===== src/rtl/osc_bank.sv =====
// Multi-channel square-wave oscillator bank with registered mix and active-voice counts.
// Optional pitch glide on retrigger is enabled by defining OSC_BANK_GLIDE_EN.
module osc_bank #(
  parameter int unsigned CH_N   = 4,
  parameter int unsigned CNT_BW = 16,
  parameter int unsigned MIX_BW = 3
) (
  input  logic              clk_i,
  input  logic              nrst_i,
  input  logic              noteOnStrb_i,
  input  logic              noteOffStrb_i,
  input  logic [CH_N-1:0]   ch_i,
  input  logic [CNT_BW-1:0] halfCntPeriod_i,
  output logic [CH_N-1:0]   active_o,
  output logic [CH_N-1:0]   wave_o,
  output logic [MIX_BW-1:0] mix_o,
  output logic [MIX_BW-1:0] activeCnt_o
);

  logic [CH_N-1:0] active;
  logic [CH_N-1:0] wave;

  for (genvar k = 0; k < CH_N; k++) begin : g_ch
    logic              on_hit;
    logic              off_hit;
    logic              active_q;
    logic              wave_q;
    logic [CNT_BW-1:0] cnt_q;
    logic [CNT_BW-1:0] period_q;
`ifdef OSC_BANK_GLIDE_EN
    logic [CNT_BW-1:0] target_q;
`endif

    assign on_hit  = noteOnStrb_i & ch_i[k];
    // Note-on has priority when both strobes arrive together.
    assign off_hit = noteOffStrb_i & ch_i[k] & ~noteOnStrb_i;

    always_ff @(posedge clk_i or negedge nrst_i) begin
      if (!nrst_i) begin
        active_q <= 1'b0;
        wave_q   <= 1'b0;
        cnt_q    <= '0;
        period_q <= '0;
`ifdef OSC_BANK_GLIDE_EN
        target_q <= '0;
`endif
      end else if (on_hit) begin
`ifdef OSC_BANK_GLIDE_EN
        target_q <= halfCntPeriod_i;
        // A playing voice keeps its phase and glides; a silent one starts at pitch.
        if (!active_q) begin
          active_q <= 1'b1;
          period_q <= halfCntPeriod_i;
          cnt_q    <= '0;
        end else if (cnt_q == period_q) begin
          cnt_q  <= '0;
          wave_q <= ~wave_q;
          if (period_q < halfCntPeriod_i) begin
            period_q <= period_q + CNT_BW'(1);
          end else if (period_q > halfCntPeriod_i) begin
            period_q <= period_q - CNT_BW'(1);
          end
        end else begin
          cnt_q <= cnt_q + CNT_BW'(1);
        end
`else
        active_q <= 1'b1;
        period_q <= halfCntPeriod_i;
        cnt_q    <= '0;
`endif
      end else if (off_hit) begin
        active_q <= 1'b0;
        wave_q   <= 1'b0;
        cnt_q    <= '0;
      end else if (active_q) begin
        // Compare before increment, so a full-scale period never wraps the counter.
        if (cnt_q == period_q) begin
          cnt_q  <= '0;
          wave_q <= ~wave_q;
`ifdef OSC_BANK_GLIDE_EN
          if (period_q < target_q) begin
            period_q <= period_q + CNT_BW'(1);
          end else if (period_q > target_q) begin
            period_q <= period_q - CNT_BW'(1);
          end
`endif
        end else begin
          cnt_q <= cnt_q + CNT_BW'(1);
        end
      end else begin
        cnt_q  <= '0;
        wave_q <= 1'b0;
      end
    end

    assign active[k] = active_q;
    assign wave[k]   = wave_q;
  end

  logic [MIX_BW-1:0] mix_d;
  logic [MIX_BW-1:0] act_cnt_d;
  logic [MIX_BW-1:0] mix_q;
  logic [MIX_BW-1:0] act_cnt_q;

  always_comb begin
    mix_d     = '0;
    act_cnt_d = '0;
    for (int k = 0; k < CH_N; k++) begin
      mix_d     = mix_d + MIX_BW'(wave[k] & active[k]);
      act_cnt_d = act_cnt_d + MIX_BW'(active[k]);
    end
  end

  always_ff @(posedge clk_i or negedge nrst_i) begin
    if (!nrst_i) begin
      mix_q     <= '0;
      act_cnt_q <= '0;
    end else begin
      mix_q     <= mix_d;
      act_cnt_q <= act_cnt_d;
    end
  end

  assign active_o    = active;
  assign wave_o      = wave;
  assign mix_o       = mix_q;
  assign activeCnt_o = act_cnt_q;

endmodule


===== config.mk =====
export PLATFORM = sky130hd
export DESIGN_NAME = osc_bank
export DESIGN_NICKNAME = d
export VERILOG_FILES = /design/src/rtl/osc_bank.sv
export SDC_FILE = /design/constraint.sdc
export NUM_CORES = 1
export LEC_CHECK = 0
export ABC_AREA = 1
export BUFFER_PORTS_ARGS = -buffer_cell sky130_fd_sc_hd__buf_2
export CORE_ASPECT_RATIO = 1.4
export CORE_MARGIN = 2
export CORE_UTILIZATION = 55
export DETAILED_ROUTE_END_ITERATION = 12
export PLACE_DENSITY_LB_ADDON = 0.2
export SLEW_MARGIN = 5
export SYNTH_ARGS = -nofsm -noshare
export SYNTH_HDL_FRONTEND = slang
export SYNTH_SLANG_ARGS = --single-unit

===== constraint.sdc =====
create_clock -name clk_i -period 1.6 [get_ports clk_i]
set_input_delay 0.08 -clock clk_i [delete_from_list [all_inputs] [get_ports clk_i]]
set_output_delay 0.08 -clock clk_i [all_outputs]
set_load 0.05 [all_outputs]

==> results of run 1 <==
kinds of logic after synthesis:
| logic type | count (synthesis) | synth area share, % |
|---|---|---|
| simple gates | 528 | 28.8 |
| fa+ha+maj | 10 | 1.89 |
| flops | 142 | 48.0 |
| compound gates | 79 | 5.34 |
| buf+inv | 197 | 10.7 |
| xor+xnor | 45 | 5.32 |
layer usage:
| metal | GRT usage (%) | routed length [µm] |
|---|---|---|
| met5 | 0 | 0 |
| met4 | 10.5 | 578 |
| met3 | 4.88 | 573 |
| met2 | 39.9 | 8190 |
| met1 | 31.3 | 7510 |
per-stage QoR:
| step | util, % | area [µm²] | instances |
|---|---|---|---|
| floorplan | - | 7410 | 1001 |
| global placement | 59.3 | 7870 | 1216 |
| detailed placement | 59.3 | 7870 | 1216 |
| CTS | 63.7 | 8450 | 1251 |
| global route | 65.5 | 8680 | 1264 |
| finish | 65.5 | 8680 | 1264 |
cells in the final DEF, fill, tap and decap left out, types with 2 or more instances in the layout:
cell        synthesis  final
clkbuf_1           12      2
buf_4              11     33
dfrtp_2             0      4
clkinv_2            0      7
nand2_2             0      5
o21ai_0            78     77
nand3_2             8     10
nor3_1              7      3
nor2_2              1      4
ha_4                0      2
nand3_4             0      4
buf_2               1     36
dfrtp_1           142    138
nand2_1           332    327
inv_1             170    167
clkbuf_16           0     17
nor3_2              1      5
nand3_1            30     25
nand4_1             9      9
xnor2_1             4      4
o21ai_1             1      2
buf_12              0      2
inv_2               2      5
nor2_1            138    134
nor3_4              2      2
clkinvlp_4          0      3
xor2_1             41     41
ha_2                0      6
fa_1                2      2
layout make-up:
class,count,area share (%)
inverter,172,7.44
tap,182,2.62
sequential,142,41.0
clock inverter,12,1.11
clock buffer,20,5.15
multi-input combinational,663,37.1
timing repair buffer,73,5.64
timing repair:
action	in CTS	in global routing
resized for setup	4	35
endpoints found under the setup margin	2	59
hold buffers	1	0
cloned	0	1
endpoints found under the hold margin	142	0
pin swaps	0	14
setup buffers	2	12
report_power, final:
| part | internal (mW) | switching [mW] | total (mW) |
|---|---|---|---|
| combinational | 0.668 | 1.26 | 1.93 |
| sequential | 3.96 | 0.312 | 4.27 |
| clock | 2.16 | 1.50 | 3.65 |
critical path, stage by stage (launching register included):
cell and delay, ns:
dfrtp_1 0.40, ha_2 0.22, nand3_2 0.10, inv_2 0.07
nand4_1 0.22, nor3_2 0.29, xor2_1 0.16, nor2_1 0.05
flip-flops by register name, summed over array words and instances (netlist names):
| register | cells |
|---|---|
| g_ch.active_q | 4 |
| g_ch.cnt_q | 64 |
| activeCnt_o | 3 |
| mix_o | 3 |
| g_ch.wave_q | 4 |
| g_ch.period_q | 64 |
path summary, 6_finish.rpt:
check                      slack [ns]  cells after the start                    to                  from
max reg2reg                     -0.02                      7     g_ch[1].cnt_q[14]      g_ch[1].cnt_q[1]
max in group asynchronous        0.87                      3      g_ch[1].cnt_q[8]                nrst_i
max                             -0.02                      7     g_ch[1].cnt_q[14]      g_ch[1].cnt_q[1]
min                              0.03                      3  g_ch[3].period_q[11]   halfCntPeriod_i[11]
min reg2reg                      0.51                      2  g_ch[0].period_q[15]  g_ch[0].period_q[15]
min in group asynchronous        0.10                      2     g_ch[3].cnt_q[10]                nrst_i
==> results.md, run 1 <==
- Syn Area/Cell: 7.40 µm²
- Cell count after synthesis: 1001
- Crit path kind: reg -> reg
- Die area: 14400 µm²
- WP data arrival: 1.91 ns
- Req. time, crit path: 1.90 ns
- Initial antenna violation count: 0
- Vias per cell: 4.81
- Worst Setup Slack, final: -0.0153 ns
- Post-synth top flop: dfrtp_1
- Fraction of registers with async set/reset: 100%
- Measured slew at the worst slew-check pin: 0.407 ns
- DRC violations left: 0
- Status: finished, violations left
- Share of the synthesized area in the top cell type: 48.0%
- P&R area growth vs syn: 17.2%
- CP endpoint kind: register
- Hpwl dp: 11.7 mm
- Vias in the first global route: 5713
- Largest net degree at the start of global routing: 47
- Total power: 9.85 mW
- Maximum capacitance violations: 0
- Clock Latency Late Sink: 0.42 ns
- Clock sink total: 142
- Final Hold Slack: 0.0292 ns
- Count leader, synth: nand2_1
- Row cnt: 50
- Period minus WS final: 1.62 ns
- Post-Syn Nets: 1035
- GRT overflow: 0
- Sequential cell area: 3560 µm²
- Peak VDD IR: 785 µV
- First-pass iteration count of the detailed router: 7
- Core box area: 13300 µm²
- P per Cell Area: 1130 nW/µm²
- Multi-input gate area: 3220 µm²
- Netlist cell types: 22
- Yosys top cell by area: dfrtp_1
- Setup TNS: -0.0153 ns
- EDFF count, synth: 0
- Hold Fails Final Rpt: 0
- Die outline height: 141 µm
- Root buf cell: clkbuf_16
- Worst Skew: 0.00752 ns
- Relative slew slack: 72.8%
- Max Root-Sink Buffers: 2
- Initial DRC Count: 271
- # nets final: 1103
- Fraction of layout cells with a size suffix above 1: 13.9%
- Lkg Pwr: 4.45 nW
- Worst min-delay path category: in -> reg
- Final setup fails: 1
- Final WL: 16.9 mm
- Htree depth: 4
- Yosys reg bits: 142
- GRT Overall Usage: 24.4%
- Die width: 102 µm
- Worst slack, placed: -0.0147 ns
- CTS tree: done
- Clk slew on worst S/H paths: 0.06 ns
- Initial cell density of the core: 55.8%
- Routability Congestion: 0.845
- Top post-synthesis cells by area: dfrtp_1 (48%), nand2_1 (17%), inv_1 (8.6%)
- Cell Area, Synth: 7410 µm²
- Slew Viols, Final: 0
- Top Ports: 38
- Wirelength per Cell: 13.3 µm
- Commonest cells in the synthesized netlist: nand2_1 (332), inv_1 (170), dfrtp_1 (142)
- ANT cells: 0
- FILL cells: 1160
- Detail Route Antenna Nets: 0
- Max Fclk: 619 MHz
- First-pass GRT wire length: 27.0 mm
- Final Cycle Share: 101%
- Number of port buffers: 37
- TritonCTS buffer count: 17
- Startpoint types: register
- Synthesis Warnings: 0
- Seq/Total Area, Yosys: 48.0%
- Critical-path maximum fanout: 5
- Violated checks: negative setup slack
- RSZ-0062 raised after global routing: true
- DR vias: 6085
No activity file was read; power rests on OpenSTA's default activity.
==> run 2, diff against run 1 <==
--- a/config.mk
+++ b/config.mk
@@ -7,9 +7,11 @@
 export LEC_CHECK = 0
 export ABC_AREA = 1
 export BUFFER_PORTS_ARGS = -buffer_cell sky130_fd_sc_hd__buf_2
+export CELL_PAD_IN_SITES_DETAIL_PLACEMENT = 1
+export CELL_PAD_IN_SITES_GLOBAL_PLACEMENT = 1
 export CORE_ASPECT_RATIO = 1.4
 export CORE_MARGIN = 2
-export CORE_UTILIZATION = 55
+export CORE_UTILIZATION = 41
 export DETAILED_ROUTE_END_ITERATION = 12
 export PLACE_DENSITY_LB_ADDON = 0.2
 export SLEW_MARGIN = 5
==> run 2 against run 1 <==
  * Sequential power about the same
  * Combinational power is 6% higher
  * Power up 7.1%
  * Highest routed layer unchanged
  * Final cell count rose by 5.5%
  * Clock skew barely moved
  * Routed wire length grew 24%
  * First-iteration DRC count grew 13%
  * Clock power increased by 16%
  * Sequential share of layout area fell by 1.1 points
  * Largest cell class unchanged
  * Design area up 3.0%
  * Die area increased by 33%
  * The flow now finishes without violations
  * Flip-flop and latch count stayed put
==> results.md, run 2 (same netlist as run 1, synthesis figures left out) <==
- Worst R2R Start: g_ch[0].cnt_q[1]
- Relative slew slack: 58.8% (-14 points)
- Area post-placement: 8020 µm² (+2.0%)
- Htree depth: 4 (unchanged)
- Status: finished clean
- Core box area: 17900 µm² (+35%)
- FF-to-FF End: g_ch[0].wave_q
- Lkg Pwr: 4.57 nW (+2.7%)
- Req. time, crit path: 1.91 ns (about the same)
- Hold Fails Final Rpt: 0 (unchanged)
- Final WL: 20.8 mm (+24%)
- Clk slew on worst S/H paths: 0.06 ns (about the same)
- Utilization after layout: 50.1% (-15 points)
- Vias in the first global route: 6613 (+16%)
- Vias per cell: 4.76 (-1.2%)
- Maximum capacitance violations: 0 (unchanged)
- Worst min-delay path category: in -> reg
- Number of port buffers: 37 (unchanged)
- NetSw: 3.23 mW (+5.4%)
- Clock Latency Late Sink: 0.43 ns (about the same)
- Period minus WS final: 1.59 ns (-0.0239 ns)
- Wirelength per Cell: 15.6 µm (+17%)
- Post-layout instance area: 8940 µm² (+3.0%)
- DRC violations left: 0 (unchanged)
- # nets final: 1115 (+1.1%)
- GRT Overall Usage: 22.6% (-1.8 points)
- Die area: 19200 µm² (+33%)
- Worst Setup Slack, final: 0.00864 ns (+0.0239 ns)
- WP data arrival: 1.90 ns (about the same)
- TritonCTS buffer count: 17 (unchanged)
- Hold Path End: g_ch[2].active_q
- Setup TNS: 0 ns (+0.0153 ns)
- Fraction of layout cells with a size suffix above 1: 15.3% (+1.4 points)
- Max Fclk: 628 MHz (+1.5%)
- Final Cycle Share: 99.5% (-1.5 points)
- CP endpoint kind: register
- Clock Power Share: 40.2% (+3.1 points)
- Detail Route Antenna Nets: 0 (unchanged)
- Worst path cell trace: buf_4 > nor2_1 > nor2_1 > nor2_1 > nand2_1 > nor2_1 > nand2_2 > nand2_1 > nand2_1 > nand2_1 > nand2_1
- Post-Layout Cell Count: 1333 (+5.5%)
- Peak VDD IR: 512 µV (-35%)
- Placed Cells incl. Taps: 1282 (+5.4%)
- DR vias: 6340 (+4.2%)
- Row cnt: 58 (+16%)
- Multi-input gate area: 3210 µm² (-0.12%)
- Commonest non-fill, non-tap cell in the layout: nand2_1
- Reg2Reg Depth: 11 (+4)
- Crit path kind: reg -> reg
- Switching share of power: 30.7% (-0.50 points)
- Hpwl dp: 14.6 mm (+25%)
- Worst Skew: 0.00746 ns (-0.0000601 ns)
- Clock sink total: 142 (unchanged)
- Gate power share: 19.3% (-0.3 points)
- Final setup fails: 0 (-1)
- P&R area growth vs syn: 20.8%
- Slew Viols, Final: 0 (unchanged)
- GRT overflow: 0 (unchanged)
- Seq pwr share: 40.5% (-2.8 points)
- Initial antenna violation count: 1 (+1)
- Hold Startpoint: noteOffStrb_i
- RSZ-0062 raised after global routing: true
- First-pass iteration count of the detailed router: 4 (-3)
- Sequential cell area: 3560 µm² (+0.18%)
- CP max stage cell: dfrtp_1
- Power Internal: 7.31 mW (+7.9%)
- Buf/Inv on CP: 1 (unchanged)
- Initial DRC Count: 305 (+13%)
- Flop-to-flop setup slack: 0.009 ns (+0.02 ns)
- Largest net degree at the start of global routing: 48 (+2.1%)
- Top flop regs: g_ch.cnt_q (64), g_ch.period_q (64)
- Top Ports: 38 (unchanged)
- Worst slack, placed: -0.000392 ns (+0.0143 ns)
- Slowest stage delay, CP: 0.41 ns (about the same)
- Die outline height: 163 µm (+15%)
- Routability Congestion: 0.837 (-0.90%)
- Measured slew at the worst slew-check pin: 0.616 ns (+0.209 ns)
- Critical-path maximum fanout: 3 (-2)
- CTS tree: done
- Startpoint types: register
- First-pass GRT wire length: 33.4 mm (+24%)
- Die width: 118 µm (+15%)
- Final Hold Slack: 0.0415 ns (+0.0122 ns)
- Hold path cells: 4 (+1)
- FILL cells: 2313 (+99%)
- Initial cell density of the core: 41.5% (-14 points)
- Max Root-Sink Buffers: 2 (unchanged)
- Most frequent cells in the layout: nand2_1 (326), inv_1 (166), nor2_1 (134), dfrtp_1 (133), o21ai_0 (73)
- Total power: 10.5 mW (+7.1%)
- Root buf cell: clkbuf_16
- Most Frequent Cell on Critical Path: nand2_1
- P per Cell Area: 1180 nW/µm² (+3.9%)
- CP top delay family: simple AND/OR/NAND/NOR gates
==> run 2: final cells by class <==
| class | count | area share [%] |
|---|---|---|
| clock inverter | 11 | 1.85 |
| multi-input combinational | 664 | 35.9 |
| antenna | 1 | 0.0280 |
| sequential | 142 | 39.9 |
| tap | 240 | 3.36 |
| inverter | 172 | 7.22 |
| clock buffer | 19 | 5.06 |
| timing repair buffer | 84 | 6.71 |
==> run 2: power by group through the flow <==
stage | registers [mW] | logic [mW] | clock network (mW)
detailed placement | 4.33 | 1.92 | 0
global route | 4.32 | 2.30 | 4.45
finish | 4.27 | 2.04 | 4.23
floorplan | 4.43 | 1.13 | 0
global placement | 4.31 | 1.86 | 0
CTS | 4.27 | 1.94 | 4.30
==> run 2: worst register-to-register path: cells and delay by family, from the launching register on <==
kind / cells / cell delay (ns)
flip-flops: 1 / 0.41
buffers and inverters: 1 / 0.16
AND/OR/NAND/NOR: 10 / 0.90
==> run 2: what timing repair did <==
action,CTS,global route
endpoints found under the hold margin,142,0
setup endpoints to repair,3,48
cloned,0,2
buffers inserted,1,16
pin swaps,0,8
hold buffers,1,0
resized for setup,1,48
==> run 2: metal layers <==
metal | global-route usage, % | part of all wire (%) | vias up
met3 | 4.50 | 2.2 | 25
li1 | - | - | 3155
met4 | 7.34 | 1.7 | 0
met2 | 41.9 | 55 | 57
met1 | 26.2 | 41 | 3103
met5 | 0 | 0 | -
==> run 2: worst max path at each step <==
| stage | from | end | depth (start not counted) |
|---|---|---|---|
| detailed placement | g_ch[0].active_q | mix_o[1] | 5 |
| CTS | g_ch[0].active_q | mix_o[1] | 5 |
| global placement | g_ch[0].active_q | mix_o[1] | 5 |
| global route | g_ch[0].cnt_q[9] | g_ch[0].wave_q | 11 |
| floorplan | g_ch[0].wave_q | mix_o[1] | 5 |
| finish | g_ch[0].cnt_q[1] | g_ch[0].wave_q | 11 |
==> run 3, diff against run 2 <==
==> constraint.sdc (replaced) <==
create_clock -name clk_i -period 1.3 [get_ports clk_i]
set_input_delay 0.065 -clock clk_i [delete_from_list [all_inputs] [get_ports clk_i]]
set_output_delay 0.065 -clock clk_i [all_outputs]
set_load 0.05 [all_outputs]
==> run 3 against run 2 <==
  * The flow now finishes with violations (negative setup slack)
  * Global-route usage up 3.2 points
  * Final cell count up 6.9%
  * Sequential share of layout area fell by 5.3 points
  * Sequential power up 24%
  * Routed wire length increased by 17%
  * Flip-flop and latch count stayed put
  * Hold slack worse by 0.019 ns
  * Non-clock buffer count increased by 93
  * Utilization increased by 7.6 points
  * Critical path depth unchanged
  * Critical endpoint is now g_ch[2].cnt_q[5]
  * Largest cell class is now multi-input combinational cells
==> results.md, run 3 (same netlist as run 1, synthesis figures left out) <==
- Final Cycle Share: 128% (+28 points)
- Core box area: 17900 µm² (unchanged)
- Wirelength per Cell: 17.1 µm (+9.3%)
- ANT cells: 0 (-1)
- Max Root-Sink Buffers: 2 (unchanged)
- Vias per cell: 4.89 (+2.9%)
- Max Fclk: 603 MHz (-4.1%)
- Final setup fails: 74 (+74)
- Measured slew at the worst slew-check pin: 0.468 ns (-0.148 ns)
- Post-layout instance area: 10300 µm² (+15%)
- Seq pwr share: 39.5% (-1.0 points)
- CP max stage cell: dfrtp_1
- Initial antenna violation count: 0 (-1)
- Relative slew slack: 68.8% (+10 points)
- Buf/Inv on CP: 3 (+2)
- Total power: 13.4 mW (+28%)
- Clk slew on worst S/H paths: 0.06 ns (about the same)
- WP data arrival: 1.98 ns (+0.08 ns)
- Most frequent cells in the layout: nand2_1 (316), inv_1 (155), dfrtp_1 (134), buf_4 (121), nor2_1 (74)
- Initial cell density of the core: 41.5% (unchanged)
- Period minus WS final: 1.66 ns (+0.0684 ns)
- Die width: 118 µm (unchanged)
- # nets final: 1206 (+8.2%)
- First-pass iteration count of the detailed router: 4 (unchanged)
- GRT Overall Usage: 25.8% (+3.2 points)
- Multi-input gate area: 3770 µm² (+17%)
- Hpwl dp: 15.6 mm (+6.5%)
- P per Cell Area: 1300 nW/µm² (+11%)
- Status: finished, violations left
- RSZ-0062 raised after global routing: true
- P&R area growth vs syn: 39.2%
- Vias in the first global route: 7635 (+15%)
- Critical-path maximum fanout: 8 (+5)
- Power Internal: 9.09 mW (+24%)
- Peak VDD IR: 908 µV (+77%)
- Largest net degree at the start of global routing: 43 (-10%)
- First-pass GRT wire length: 38.5 mm (+15%)
- Startpoint types: register
- Root buf cell: clkbuf_16
- Row cnt: 58 (unchanged)
- Hold Fails Final Rpt: 0 (unchanged)
- Initial DRC Count: 294 (-3.6%)
- Die outline height: 163 µm (unchanged)
- CP endpoint kind: register
- NetSw: 4.36 mW (+35%)
- Placed Cells incl. Taps: 1373 (+7.1%)
- Final WL: 24.3 mm (+17%)
- Req. time, crit path: 1.62 ns (-0.29 ns)
- Violated checks: negative setup slack
- Final Hold Slack: 0.0226 ns (-0.0189 ns)
- Top Ports: 38 (unchanged)
- TritonCTS buffer count: 17 (unchanged)
- Slowest stage delay, CP: 0.43 ns (+0.02 ns)
- CP top delay family: simple AND/OR/NAND/NOR gates
- Die area: 19200 µm² (unchanged)
- FILL cells: 2203 (-4.8%)
- Clock Power Share: 37.1% (-3.1 points)
- Switching share of power: 32.4% (+1.8 points)
- Routability Congestion: 0.799 (-4.6%)
- Crit path kind: reg -> reg
- Commonest non-fill, non-tap cell in the layout: nand2_1
- Number of port buffers: 37 (unchanged)
- Detail Route Antenna Nets: 0 (unchanged)
- GRT overflow: 0 (unchanged)
- Slew Viols, Final: 0 (unchanged)
- Maximum capacitance violations: 0 (unchanged)
- CTS tree: done
- Worst path cell trace: buf_6 > nand2_2 > inv_2 > nor2_1 > nor2_1 > nand2_1 > nor2_1 > nand2_1 > nand3_4 > buf_12 > nor2_2
- Clock Latency Late Sink: 0.43 ns (about the same)
- Clock sink total: 142 (unchanged)
- Top flop regs: g_ch.cnt_q (64), g_ch.period_q (64)
- Fraction of layout cells with a size suffix above 1: 29.8% (+14 points)
- Sequential cell area: 3560 µm² (about the same)
- Gate power share: 23.5% (+4.2 points)
- Most Frequent Cell on Critical Path: nor2_1
- Htree depth: 4 (unchanged)
- DR vias: 6974 (+10%)
- Post-Layout Cell Count: 1425 (+6.9%)
- Worst Skew: 0.00677 ns (-0.000688 ns)
- Area post-placement: 8800 µm² (+9.7%)
- DRC violations left: 0 (unchanged)
- Worst Setup Slack, final: -0.360 ns (-0.368 ns)
- Worst min-delay path category: in -> reg
- Lkg Pwr: 5.09 nW (+11%)
run 3: changes by cell type in the layout (fill, tap and decap cells not counted), sizes merged:
cell / delta
nand3: -2
clkinvlp: +1
clkbuf: +3
clkinv: +2
buf: +90
bufinv: -1
inv: -1
diode: -1
dlygate4sd3: +1
run 3: worst reg2reg max path: cells and delay by family (launching register included):
family,cells,cell delay [ns]
AND/OR/NAND/NOR,8,0.74
flip-flops,1,0.43
buffers and inverters,3,0.39
run 3: layout make-up:
class | instances | area share [%]
repair buffers | 177 | 14.0
clock buffers | 20 | 4.33
multi-input cells | 662 | 36.6
flip-flops and latches | 142 | 34.6
clock inverters | 12 | 1.40
inverters | 172 | 6.26
well taps | 240 | 2.91
run 3: metrics by stage:
step                TNS [ns]  worst slack (ns)  utilization, %
floorplan              -1.29            -0.220               -
global placement       -7.22            -0.236            49.3
detailed placement    -10.10            -0.262            49.3
CTS                   -10.07            -0.222            55.3
global route          -23.50            -0.457            57.7
finish                -14.98            -0.360            57.7
run 3: worst paths after layout:
check,startpoint,endpoint,slack [ns],depth (start not counted)
max,g_ch[2].cnt_q[1],g_ch[2].cnt_q[5],-0.36,11
min,ch_i[3],g_ch[3].active_q,0.02,4
max reg2reg,g_ch[2].cnt_q[1],g_ch[2].cnt_q[5],-0.36,11
min reg2reg,g_ch[3].period_q[7],g_ch[3].period_q[7],0.51,2
max in group asynchronous,nrst_i,g_ch[0].cnt_q[1],0.58,3
min in group asynchronous,nrst_i,g_ch[3].cnt_q[4],0.14,2
run 3: what timing repair did:
item                                    4_1_cts  5_1_grt
endpoints found under the setup margin       74       77
cloned                                        2        1
buffers inserted                             13        6
hold buffers                                  2        0
gates resized for setup                      92      105
pin swaps                                    27       26
endpoints found under the hold margin       143        0
run 3: power groups by stage:
stage	sequential [mW]	clock [mW]	combinational, mW
finish	5.31	4.98	3.16
global route	5.36	5.23	3.48
CTS	5.27	5.04	2.88
detailed placement	5.31	0	2.62
global placement	5.29	0	2.53
floorplan	5.46	0	1.45
run 3: metal layers:
metal / share of wire (%) / GRT usage [%] / vias up / wire length, µm
li1: - / - / 3336 / -
met1: 41 / 30.9 / 3475 / 9910
met2: 54 / 47.0 / 117 / 13000
met3: 3.1 / 4.26 / 46 / 757
met4: 2.6 / 8.65 / 0 / 629
met5: 0 / 0 / - / 0
